`config.mk`:
```
export PLATFORM = sky130hd
export DESIGN_NAME = entropy_seed_src
export DESIGN_NICKNAME = d
export VERILOG_FILES = /design/src/rtl/entropy_seed_src.sv
export SDC_FILE = /design/constraint.sdc
export NUM_CORES = 1
export LEC_CHECK = 0
export CORE_MARGIN = 3
export CORE_UTILIZATION = 40
export DETAILED_ROUTE_END_ITERATION = 10
export GPL_TIMING_DRIVEN = 0
export PLACE_DENSITY = 0.7
export SETUP_SLACK_MARGIN = 0.5
export SKIP_CTS_REPAIR_TIMING = 1
export SLEW_MARGIN = 20
export SYNTH_ARGS = -nofsm -noshare
export SYNTH_HDL_FRONTEND = slang
export SYNTH_SLANG_ARGS = --single-unit
```
`constraint.sdc`:
```
create_clock -name clk -period 8.6 [get_ports clk]
set_input_delay 1.72 -clock clk [delete_from_list [all_inputs] [get_ports clk]]
set_output_delay 1.72 -clock clk [all_outputs]
set_load 0.02 [all_outputs]
```
`src/rtl/entropy_seed_src.sv`:
```
// entropy_seed_src
//   Producer side of the Zkr seed CSR. Raw ring-oscillator samples are
//   health-tested online (repetition-count test, plus an optional
//   adaptive-proportion test), packed LSB-first into 16-bit words and
//   buffered in a small FIFO. The CSR read logic sees OPST plus the FIFO head.
//
// Ports
//   clk          clock
//   reset        synchronous, active-low reset
//   RawBit       raw noise sample
//   RawValid     RawBit valid this cycle
//   SourceEnable enables the noise source (low when FIFO full or DEAD)
//   SeedReadM    seed CSR accessed with write; pops one word in ES16
//   SeedValM     seed CSR read value {.., OPST[31:30], 0, entropy[15:0]}
//   HealthFail   one-cycle pulse on any health-test failure
//
// Optional feature
//   ENTROPY_APT_EN  when defined, adds an adaptive-proportion test over
//                   non-overlapping 256-sample windows (ones <80 or >176 fail).
module entropy_seed_src #(
    parameter int XLEN         = 64,
    parameter int FIFO_DEPTH   = 4,
    parameter int WARMUP_WORDS = 2,
    parameter int RCT_CUTOFF   = 32,
    parameter int MAX_FAILS    = 2
) (
    input  logic            clk,
    input  logic            reset,
    input  logic            RawBit,
    input  logic            RawValid,
    output logic            SourceEnable,
    input  logic            SeedReadM,
    output logic [XLEN-1:0] SeedValM,
    output logic            HealthFail
);

    localparam int PW = (FIFO_DEPTH > 1) ? $clog2(FIFO_DEPTH) : 1;
    localparam int CW = $clog2(FIFO_DEPTH + 1);
    localparam int RW = $clog2(RCT_CUTOFF + 1);
    localparam int FW = $clog2(MAX_FAILS + 1);
    localparam int WW = $clog2(WARMUP_WORDS + 1);

    typedef enum logic [1:0] {
        ST_BIST = 2'b00,
        ST_RUN  = 2'b01,
        ST_DEAD = 2'b10
    } state_t;

    state_t          state, state_next;

    logic [15:0]     fifo_mem [FIFO_DEPTH];
    logic [PW-1:0]   rd_ptr, wr_ptr;
    logic [CW-1:0]   count;
    logic [14:0]     shreg;
    logic [3:0]      bit_cnt;
    logic [RW-1:0]   rct_cnt;
    logic [FW-1:0]   fail_cnt;
    logic [WW-1:0]   warm_cnt;
    logic            health_fail;

    logic            empty, full, es16, pop, accept, word_done, push;
    logic            rct_fail, apt_fail, fail_now;
    logic [RW-1:0]   rct_next;
    logic [15:0]     word;
    logic [1:0]      opst;

    always_comb begin
        empty     = (count == '0);
        full      = (count == CW'(FIFO_DEPTH));
        es16      = (state == ST_RUN) && !empty;
        pop       = SeedReadM && es16;
        // A full FIFO stalls the sampler unless a pop frees a slot this cycle.
        accept    = RawValid && (state != ST_DEAD) && (!full || pop);
        word_done = accept && (bit_cnt == 4'd15);
        word      = {RawBit, shreg};
        // shreg[14] is the most recently accepted sample; rct_cnt==0 marks
        // "no previous sample" after reset or a flush.
        rct_next  = ((rct_cnt != '0) && (RawBit == shreg[14])) ? rct_cnt + 1'b1 : RW'(1);
        rct_fail  = accept && (rct_next == RW'(RCT_CUTOFF));
        fail_now  = rct_fail || apt_fail;
        push      = word_done && (state == ST_RUN) && !fail_now;
    end

`ifdef ENTROPY_APT_EN
    logic [7:0] apt_n;
    logic [8:0] apt_ones;
    logic [8:0] apt_total;

    always_comb begin
        apt_total = apt_ones + {8'd0, RawBit};
        apt_fail  = accept && (apt_n == 8'hFF) &&
                    ((apt_total < 9'd80) || (apt_total > 9'd176));
    end

    // Any failure either returns to BIST or parks in DEAD, so clearing the
    // window on fail_now restarts it on every return to BIST.
    always_ff @(posedge clk) begin
        if (!reset || fail_now) begin
            apt_n    <= '0;
            apt_ones <= '0;
        end else if (accept) begin
            apt_n    <= apt_n + 8'd1;
            apt_ones <= (apt_n == 8'hFF) ? 9'd0 : apt_total;
        end
    end
`else
    always_comb apt_fail = 1'b0;
`endif

    always_comb begin
        state_next = state;
        case (state)
            ST_BIST: begin
                if (fail_now)
                    state_next = ST_DEAD;
                else if (word_done && (warm_cnt == WW'(WARMUP_WORDS - 1)))
                    state_next = ST_RUN;
            end
            ST_RUN: begin
                if (fail_now)
                    state_next = (fail_cnt == FW'(MAX_FAILS - 1)) ? ST_DEAD : ST_BIST;
            end
            ST_DEAD: state_next = ST_DEAD;
            default: state_next = ST_DEAD;
        endcase
    end

    always_ff @(posedge clk) begin
        if (!reset) begin
            state       <= ST_BIST;
            rd_ptr      <= '0;
            wr_ptr      <= '0;
            count       <= '0;
            bit_cnt     <= '0;
            rct_cnt     <= '0;
            fail_cnt    <= '0;
            warm_cnt    <= '0;
            health_fail <= 1'b0;
        end else begin
            state       <= state_next;
            health_fail <= fail_now;
            if (fail_now) begin
                // Failure beats a same-cycle pop or push: everything is flushed.
                rd_ptr   <= '0;
                wr_ptr   <= '0;
                count    <= '0;
                bit_cnt  <= '0;
                rct_cnt  <= '0;
                warm_cnt <= '0;
                if (state == ST_RUN)
                    fail_cnt <= fail_cnt + 1'b1;
            end else begin
                if (accept) begin
                    bit_cnt <= bit_cnt + 4'd1;
                    rct_cnt <= rct_next;
                end
                if (word_done && (state == ST_BIST))
                    warm_cnt <= warm_cnt + 1'b1;
                if (push)
                    wr_ptr <= wr_ptr + 1'b1;
                if (pop)
                    rd_ptr <= rd_ptr + 1'b1;
                count <= count + CW'(push) - CW'(pop);
            end
        end
    end

    // Datapath storage carries no reset; bit_cnt/count qualify its contents.
    always_ff @(posedge clk) begin
        if (accept)
            shreg <= word[15:1];
        if (push)
            fifo_mem[wr_ptr] <= word;
    end

    always_comb begin
        case (state)
            ST_BIST: opst = 2'b00;
            ST_RUN:  opst = empty ? 2'b01 : 2'b10;
            default: opst = 2'b11;
        endcase
        SeedValM        = '0;
        SeedValM[31:30] = opst;
        if (es16)
            SeedValM[15:0] = fifo_mem[rd_ptr];
        SourceEnable = !full && (state != ST_DEAD);
        HealthFail   = health_fail;
    end

endmodule

```
Yosys cells after proc, flatten, opt, wreduce, memory -nomap -nowiden --
Memories as Yosys holds them, arrays and structs flattened. A register that Yosys moved wholly into a read port is not among the register bits. Cells that the tools add are included.
Storage, ports and cells: logic and storage cells 65, bits in registers 39, memories kept 1, output and inout bits 66, RAM bits 64, input port bits 5
Operators by class: bitwise logic cells 1, reductions and logical operators 22, eq/ne operators 10, add/subtract/negate cells 8, mux-type cells 13
Memory list:
- fifo_mem | depth 4, width 16, read ports 1, clocked after memory_dff 1, write ports 1, RTL line 51 | logic [15:0] fifo_mem [FIFO_DEPTH];
Operators by type and width (count):
- 16-bit 2-to-1 mux | 1
- 2-bit 2-to-1 mux | 7
- 1-bit logical AND | 12
- 2-bit by 1-bit adder with 2-bit output (second input constant) | 4
- 2-bit case mux with 2 select lines | 2
- 6-bit by 1-bit adder with 6-bit output (second input constant) | 1
- 2-bit by 1-bit equality test with 1-bit output (second input constant) | 3
- 6-bit equality test (second input constant) | 1
- 6-bit 2-to-1 mux | 1
- 6-bit nonzero test | 1
- 4-bit by 1-bit adder with 4-bit output (second input constant) | 1
- 4-bit equality test (second input constant) | 1
- 2-bit != test (second input constant) | 2
- 2-bit AND reduction | 2
- 3-bit by 1-bit adder with 3-bit output | 1
- 3-bit equality test (second input constant) | 1
- 1-bit zero test | 3
- 3-bit zero test | 1
- 3-bit != test (second input constant) | 1
- 3-bit by 1-bit subtractor with 3-bit output | 1
- 2-bit zero test | 1
- 1-bit 2-to-1 mux | 2
- 2-bit OR reduction | 1
- 1-bit equality test | 1
- 2 further kinds | 2

Depth between registers and ports, before layout --
Gate-level depths: netlist (run 1).
word-level depth 11, gate-level depth with buffers 12

Least setup slack after synthesis (run 1) --
No wires, ideal clock.
kind input -> register, from input port RawValid, to memory fifo_mem[0][0], enable pin, buffers on the path 0, setup slack 4445 ps, arrival 3742 ps, library setup time 413 ps, stages 4, path through inv_1 > a311oi_4 > nand4_1 > nor3b_1
Between the ends: longest elaborated chain between the ends 7
Ends and longest elaborated chain:
- from (decl) | RTL line 30 | input logic RawValid,
- 1-bit logical AND (*) (2 in a row) | RTL line 73 | accept = RawValid && (state != ST_DEAD) && (!full || pop);
- 1-bit logical AND (on tied branches) | RTL line 74, 79
- 1-bit logical AND / 1-bit zero test (equally long branches) | RTL line 81 | push = word_done && (state == ST_RUN) && !fail_now;
- 1-bit logical AND (*) | RTL line 81
- 1-bit 2-to-1 mux (*) | RTL line 172 | if (push)
- 1-bit 2-to-1 mux (implied by the code) (*) | RTL line 173 | fifo_mem[wr_ptr] <= word;
- to (decl) | RTL line 51
Every way passes the cells marked *; elsewhere a longest branch is shown, timed or not.

Final worst setup path (run 1) --
from input port RawBit, to register count[2]
Between the ends: longest elaborated chain between the ends 9
Ends and longest elaborated chain:
- from (decl) | RTL line 29 | input logic RawBit,
- 1-bit equality test (*) | RTL line 78 | rct_next = ((rct_cnt != '0) && (RawBit == shreg[14])) ? rct_cnt + 1'b1 : RW'(1);
- 1-bit logical AND (*) | RTL line 78
- 6-bit 2-to-1 mux (*) | RTL line 78
- 6-bit equality test (*) | RTL line 79 | rct_fail = accept && (rct_next == RW'(RCT_CUTOFF));
- 1-bit logical AND (*) | RTL line 79
- 1-bit zero test | RTL line 81
- 1-bit logical AND | RTL line 81
- 3-bit by 1-bit adder with 3-bit output | RTL line 163 | count <= count + CW'(push) - CW'(pop);
- 3-bit by 1-bit subtractor with 3-bit output | RTL line 163
- to (signal assigned) | RTL line 163
- to (decl) | RTL line 53 | logic [CW-1:0] count;
Marked as above. A chain may end at the register's enable or synchronous reset.

==> results.env, run 1 <==
SYNTH_WARNINGS=0
SYNTHESIS.AREA_PER_INSTANCE_UM2=14.1
POSTROUTEANTENNANETS=0
CELL_ROW_COUNT=38
GR_OVFL_TOTAL=0
POST_DP_CELL_AREA_MM2=0.00533
POST_DRT_VIA_CELL_RATIO=4.65
FLOORPLAN.DIE.WIDTH_UM=114
POSTSYNTHCELLCOUNT=331
ANTENNA_CELLS=0
CRIT_PATH_MAX_FANOUT=10
WL_MM=8.01
DRC=0
COREAREA_MM2=0.0111
VIAS_IN_THE_FIRST_GLOBAL_ROUTE=2501
CLOCK_SINKS=105
LAYOUT.CELL_AREA.NON_FILLER_MM2=0.00561
FINAL-SETUP-VIOL-COUNT=0
FIRST_ITER_VIOLATIONS=81
DIE_HEIGHT_UM=114
WORSTSETUPSTARTPOINTTYPE='input port'
CLOCKBUFFERDEPTH=2
MAX_CAP_VIOLATIONS=0
FIN_CRIT_SH_PCT=54.4
VDD.IR_DROP.WORST_V=0.000154
PORTBUFFERS=23
CRIT_TYPE='in2reg'
FLOORPLAN.IO_PINS=71
SYNTH.FF_LATCH_COUNT=105
POST_DETAIL_PLACE_HPWL_MM=5.65
FINAL.MIN_CLOCK_PERIOD_NS=4.68
TRITONCTS_CLOCK_TREE='done'
WORST-ENDPOINT-ARRIVAL_NS=4.88
SYNTHESIS.AREA_MM2=0.00467
ROOT_BUFFER='sky130_fd_sc_hd__clkbuf_16'
MAXSLEWHEADROOM_PCT=50.2
AREA_GROWTH_PCT=20.2
CRIT_PATH_END_KIND='register'
WORSTSKEWPAIRLATENCY_NS=0.34
FIN_HOLD_WS_NS=0.462
NUM-FILL-CELLS=961
FMAX_GHz=0.214
FINAL_REPLACE_WEIGHTED_CONGESTION=0.777
FINALNETCOUNT=435
CLK_PIN_SLEW_NS=0.07
GRT.TOTAL_USAGE_PCT=12.6
TOTAL_LEAKAGE_POWER_nW=2.09
TIGHTESTPINTRANSITION_NS=0.745
WORST-ENDPOINT-REQUIRED_NS=8.80
POSTLAYOUTCOREUTIL_PCT=50.4
FIRST_PASS_DRT_ITERATIONS=4
FINAL_LAYOUT_SIZE_SUFFIX_GT1_SHARE_PCT=24.3
SYNTH_EDF_COUNT=79
CTS-BUFFERS-INSERTED=9
ANTENNA_FOUND_INITIAL=0
POST_SYNTH_NUM_CELL_TYPES=44
GRT_START_MAX_NET_PINS=25
FLOORPLAN.INITIALDENSITY_PCT=42.0
FINAL_MAX_SLEW_VIOL_COUNT=0
FINAL-HOLD-VIOLATION-COUNT=0
SYNTHARSTFLOPSHARE_PCT=0
WORST_CLOCK_SKEW_NS=0.00937
DR_WL_CELL_UM=14.2
SEQ_AREA_FRAC_SYNTH_PCT=61.9
FP.DIEAREA_MM2=0.0130
OUTCOME='completed'
DR_TOTAL_VIAS=2617
TIMING.HOLD.WORST.CLASS='reg2reg'
SYNTH_FF_TYPE='sky130_fd_sc_hd__edfxtp_1'
POWER_DENSITY_mW_PER_MM2=178
GRT_FIRST_PASS_WIRELENGTH_MM=12.8
TIMING.SETUP.TNS_NS=0
UNREPAIRED_SETUP_ENDPOINTS_AFTER_GLOBAL_ROUTING='no'
CTS.HTREE.LEVELS=3
-- cells in the mapped netlist (all sizes together), types with 5 or more instances --
| cell type | number | share of area, % |
|---|---|---|
| nor3 | 5 | 0.54 |
| inv | 14 | 1.1 |
| buf | 52 | 8.2 |
| ha | 11 | 2.9 |
| nand4 | 6 | 0.80 |
| nor2 | 21 | 1.7 |
| nand2 | 9 | 0.72 |
| mux4 | 16 | 7.7 |
| nand3 | 8 | 1.1 |
| xor2 | 5 | 0.94 |
| clkbuf | 6 | 0.48 |
| dfxtp | 26 | 11 |
| edfxtp | 79 | 51 |
| xnor2 | 5 | 0.94 |
| and2 | 19 | 2.5 |
-- layer usage --
| metal | global-route usage (%) | wire length, um | vias to the layer above |
|---|---|---|---|
| li1 | - | - | 1287 |
| met1 | 15.6 | 3240 | 1252 |
| met2 | 22.2 | 4310 | 65 |
| met3 | 2.22 | 336 | 13 |
| met4 | 3.96 | 120 | 0 |
| met5 | 0 | 0 | - |
-- placed cells by master, fill, tap and decap left out, types with 3 or more instances in the layout --
cell type	n
sky130_fd_sc_hd__inv_6	3
sky130_fd_sc_hd__o211ai_1	3
sky130_fd_sc_hd__dfxtp_1	26
sky130_fd_sc_hd__buf_2	4
sky130_fd_sc_hd__nor3_1	5
sky130_fd_sc_hd__nor2_1	21
sky130_fd_sc_hd__mux4_2	16
sky130_fd_sc_hd__a21oi_1	4
sky130_fd_sc_hd__or2_2	3
sky130_fd_sc_hd__o221ai_1	3
sky130_fd_sc_hd__conb_1	46
sky130_fd_sc_hd__nand2_1	9
sky130_fd_sc_hd__nor3b_2	4
sky130_fd_sc_hd__buf_4	55
sky130_fd_sc_hd__nand3_1	7
sky130_fd_sc_hd__clkbuf_16	9
sky130_fd_sc_hd__nand4_1	6
sky130_fd_sc_hd__and3_1	3
sky130_fd_sc_hd__clkdlybuf4s50_1	23
sky130_fd_sc_hd__clkbuf_1	6
sky130_fd_sc_hd__and2_1	19
sky130_fd_sc_hd__xor2_1	5
sky130_fd_sc_hd__ha_1	11
sky130_fd_sc_hd__xnor2_1	5
sky130_fd_sc_hd__or3_1	3
sky130_fd_sc_hd__inv_1	14
sky130_fd_sc_hd__or4_1	3
sky130_fd_sc_hd__edfxtp_1	79
-- state kept, by name, summed over array words and instances, names as in the netlist, named ones only --
register,flops
HealthFail,1
warm_cnt,2
fail_cnt,2
count,3
fifo_mem,64
state,2
bit_cnt,4
rct_cnt,6
shreg,15
rd_ptr,2
wr_ptr,2
-- metrics by stage --
step	worst slack, ns	total power, mW	instances
2_1_floorplan	4.45	0.610	376
3_3_place_gp	2.94	0.616	539
3_5_place_dp	3.59	0.618	547
4_1_cts	3.94	1.00	563
5_1_grt	3.68	1.03	563
6_report	3.92	0.998	563
-- cell type report --
cell class	count	area (um^2)	share of cell area, %
Timing Repair Buffer	31	290	5.17
Buffer	58	407	7.24
Sequential cell	105	2890	51.5
Multi-Input combinational cell	199	1510	26.9
Inverter	14	52.6	0.936
Clock buffer	9	225	4.01
Clock inverter	7	62.6	1.11
Tap cell	140	175	3.12
-- worst max-delay path, cell delays in order --
cell and delay [ns]:
sky130_fd_sc_hd__clkdlybuf4s50_1 0.56, sky130_fd_sc_hd__xor2_1 0.22, sky130_fd_sc_hd__a31oi_1 0.50, sky130_fd_sc_hd__nand3_4 0.21, sky130_fd_sc_hd__nor2_1 0.49, sky130_fd_sc_hd__or2_2 0.22
sky130_fd_sc_hd__ha_1 0.12, sky130_fd_sc_hd__inv_1 0.04, sky130_fd_sc_hd__ha_1 0.19, sky130_fd_sc_hd__fa_1 0.39, sky130_fd_sc_hd__xnor2_1 0.17, sky130_fd_sc_hd__nor2_1 0.06
-- cells by family (layout without fill, tap and decap cells) --
family,count (synthesis),in the layout,share of synthesized area [%]
simple gates,89,89,10.7
flops,105,105,61.9
other cells,1,46,0.0803
xor+xnor,10,10,1.88
mux,18,18,8.14
fa+ha+maj,12,12,3.38
buf+inv,72,119,9.83
compound gates,24,24,4.07
-- worst paths after layout --
check,from,end,slack (ns),cells past startpoint
max reg2reg,state[1]$_SDFFE_PN0P_,count[2]$_SDFF_PP0_,5.33,11
max,RawBit,count[2]$_SDFF_PP0_,3.92,12
min,warm_cnt[1]$_SDFFE_PP0P_,warm_cnt[1]$_SDFFE_PP0P_,0.46,2
min reg2reg,warm_cnt[1]$_SDFFE_PP0P_,warm_cnt[1]$_SDFFE_PP0P_,0.46,2
-- where the power goes --
group	leakage (nW)	internal (mW)	switching, mW	total, mW
Sequential	0.932	0.550	0.00620	0.556
Combinational	1.02	0.0197	0.0313	0.0510
Clock	0.145	0.204	0.187	0.391
Power figures use the tool's default switching activity.
==> inputs of run 2 (changes only) <==
--- a/config.mk
+++ b/config.mk
@@ -9,7 +9,7 @@
 export CORE_UTILIZATION = 40
 export DETAILED_ROUTE_END_ITERATION = 10
 export GPL_TIMING_DRIVEN = 0
-export PLACE_DENSITY = 0.7
+export PLACE_DENSITY = 0.72
 export SETUP_SLACK_MARGIN = 0.5
 export SKIP_CTS_REPAIR_TIMING = 1
 export SLEW_MARGIN = 20
==> constraint.sdc (replaced) <==
create_clock -name clk -period 4.2 [get_ports clk]
set_input_delay 0.84 -clock clk [delete_from_list [all_inputs] [get_ports clk]]
set_output_delay 0.84 -clock clk [all_outputs]
set_load 0.02 [all_outputs]
==> run 2 against run 1 <==
  * Flip-flop and latch count is the same
  * Critical path depth shrank 7
  * Routed wire length shrank 3.6%
  * Combinational power grew 110%
  * Worst hold slack lost 0.00053 ns
  * Sequential share of layout area shrank 0.39 points
  * Register-to-register slack lost 4.2 ns
  * Largest cell class unchanged
==> results.env, run 2 (synthesized netlist as in run 1, its figures left out) <==
PORTBUFFERS=23
RR_ENDPOINT='count[2]$_SDFF_PP0_'
VIAS_IN_THE_FIRST_GLOBAL_ROUTE=2458
ROOT_BUFFER='sky130_fd_sc_hd__clkbuf_16'
FINAL-HOLD-VIOLATION-COUNT=0
FLOORPLAN.DIE.WIDTH_UM=114
TOTALPOWERFINAL_mW=2.07
MAXSLEWHEADROOM_PCT=54.3
UNREPAIRED_SETUP_ENDPOINTS_AFTER_GLOBAL_ROUTING='no'
FINAL_LAYOUT_SIZE_SUFFIX_GT1_SHARE_PCT=25.5
FMAX_GHz=0.285
CPPEAKSTAGEDELAY_NS=0.55
CRIT_PATH_TOP_DELAY_CELL='sky130_fd_sc_hd__clkbuf_1'
CLOCKBUFFERDEPTH=2
DR_WL_CELL_UM=13.7
R2R_START='rct_cnt[2]$_SDFFE_PP0P_'
R2R_SETUP_SLACK_NS=1.09
REGMOSTFLOPS='fifo_mem'
FINALNETCOUNT=436
AREA_GROWTH_PCT=21.1
POWER_DENSITY_mW_PER_MM2=366
CRITICAL_PATH_BUF_INV_COUNT=3
WORST-R2R-CELL-COUNT=12
HOLDCRITSTARTPOINT='warm_cnt[1]$_SDFFE_PP0P_'
TIMING.HOLD.WORST.CLASS='reg2reg'
DR_TOTAL_VIAS=2619
NUM-FILL-CELLS=968
CRIT_TYPE='reg2out'
WORST-ENDPOINT-ARRIVAL_NS=2.66
GRT_START_MAX_NET_PINS=25
TOTAL_LEAKAGE_POWER_nW=2.10
TRITONCTS_CLOCK_TREE='done'
OUTCOME='completed'
GR_OVFL_TOTAL=0
POST_DRT_VIA_CELL_RATIO=4.64
VDD.IR_DROP.WORST_V=0.000244
PATH_CELLS='clkbuf_1 > clkbuf_1 > mux4_2 > and2_1 > clkdlybuf4s50_1'
ANTENNA_FOUND_INITIAL=0
POSTROUTEANTENNANETS=0
FIRST_ITER_VIOLATIONS=111
FLOORPLAN.IO_PINS=71
COMMONEST_CELLS_AFTER_ROUTING_FILL_AND_TAPS_ASIDE='79 x sky130_fd_sc_hd__edfxtp_1, 56 x sky130_fd_sc_hd__buf_4, 46 x sky130_fd_sc_hd__conb_1'
WORST-ENDPOINT-REQUIRED_NS=3.36
TIMING.CRITICAL_PATH.MODE_CELL='sky130_fd_sc_hd__clkbuf_1'
MULTI_INPUT_COMBINATIONAL_CELL_AREA_MM2=0.00152
MIN_DELAY_PATH_DEPTH=2
TIGHTESTPINTRANSITION_NS=0.683
FLOORPLAN.INITIALDENSITY_PCT=42.0
TOP_REGS='fifo_mem: 64 flops, shreg: 15 flops, rct_cnt: 6 flops'
FIRST_PASS_DRT_ITERATIONS=4
WORSTSKEWPAIRLATENCY_NS=0.34
LARGEST_REGISTER_FFS=64
LAYOUT_COMMONEST_CELL='sky130_fd_sc_hd__edfxtp_1'
WORST_CLOCK_SKEW_NS=0.00906
GRT_FIRST_PASS_WIRELENGTH_MM=12.5
CELL_ROW_COUNT=38
TIMING.SETUP.TNS_NS=0
FINAL_MAX_SLEW_VIOL_COUNT=0
CTS.HTREE.LEVELS=3
FINAL.MIN_CLOCK_PERIOD_NS=3.50
FP.DIEAREA_MM2=0.0130
AREA.SEQUENTIAL_MM2=0.00289
CLOCK_SINKS=105
DIE_HEIGHT_UM=114
PATH_DELAY_FAMILY='buffers and inverters'
CRIT_PATH_END_KIND='primary output'
HOLDPATHEND='warm_cnt[1]$_SDFFE_PP0P_'
DRC=0
WORSTSETUPSTARTPOINTTYPE='register'
FIN_CRIT_SH_PCT=83.4
FINAL-SETUP-VIOL-COUNT=0
COREAREA_MM2=0.0111
WL_MM=7.73
CLK_PIN_SLEW_NS=0.08
CRIT_PATH_MAX_FANOUT=10
GRT.TOTAL_USAGE_PCT=12.3
MAX_CAP_VIOLATIONS=0
CTS-BUFFERS-INSERTED=9
POST_DETAIL_PLACE_HPWL_MM=5.42
FINAL_REPLACE_WEIGHTED_CONGESTION=0.795
ANTENNA_CELLS=0
## run 2: worst max path at each step
stage / startpoint / endpoint / slack [ns] / cells past startpoint
final: register / SeedValM[13] / 0.70 / 5
after detailed placement: RawBit / count[2]$_SDFF_PP0_ / 0.04 / 12
after CTS: RawBit / count[2]$_SDFF_PP0_ / 0.42 / 12
after global placement: RawBit / fifo_mem[0][7]$_DFFE_PP_ / -0.60 / 6
after floorplan: RawValid / fifo_mem[0][0]$_DFFE_PP_ / 0.93 / 4
after global routing: register / SeedValM[13] / 0.53 / 5
## run 2: metrics by stage
step | hold WS [ns] | utilization (%) | cells | worst slack, ns | area (um^2)
2_1_floorplan | 0.436 | - | 376 | 0.925 | 4840
3_5_place_dp | 0.455 | 47.8 | 546 | 0.0379 | 5320
4_1_cts | 0.466 | 50.5 | 562 | 0.417 | 5620
6_report | 0.462 | 50.8 | 564 | 0.697 | 5660
3_3_place_gp | 0.441 | 47.1 | 539 | -0.604 | 5250
5_1_grt | 0.491 | 50.8 | 564 | 0.528 | 5660
## run 2: worst min-delay path: stages, from the launching register on
cell and delay, ns:
sky130_fd_sc_hd__dfxtp_1 0.32, sky130_fd_sc_hd__nand2_1 0.05, sky130_fd_sc_hd__a21oi_1 0.05
## run 2: layer usage
metal,track usage (%),wire [um]
met1,16.3,3330
met2,20.6,3920
met3,2.70,402
met4,3.33,72
met5,0,0
## run 2: area by class of cell
type	count	share of cell area, %
Sequential cell	105	51.2
Buffer	58	7.21
Timing Repair Buffer	32	5.27
Clock inverter	7	1.42
Tap cell	140	3.10
Inverter	14	0.929
Multi-Input combinational cell	199	26.9
Clock buffer	9	3.98
## run 2: report_power, final
| part | internal, mW | switching, mW | leakage (nW) | total (mW) |
|---|---|---|---|---|
| registers | 1.13 | 0.0127 | 0.932 | 1.14 |
| logic | 0.0406 | 0.0641 | 1.02 | 0.105 |
| clock network | 0.425 | 0.404 | 0.146 | 0.829 |
| total | 1.59 | 0.481 | 2.10 | 2.07 |
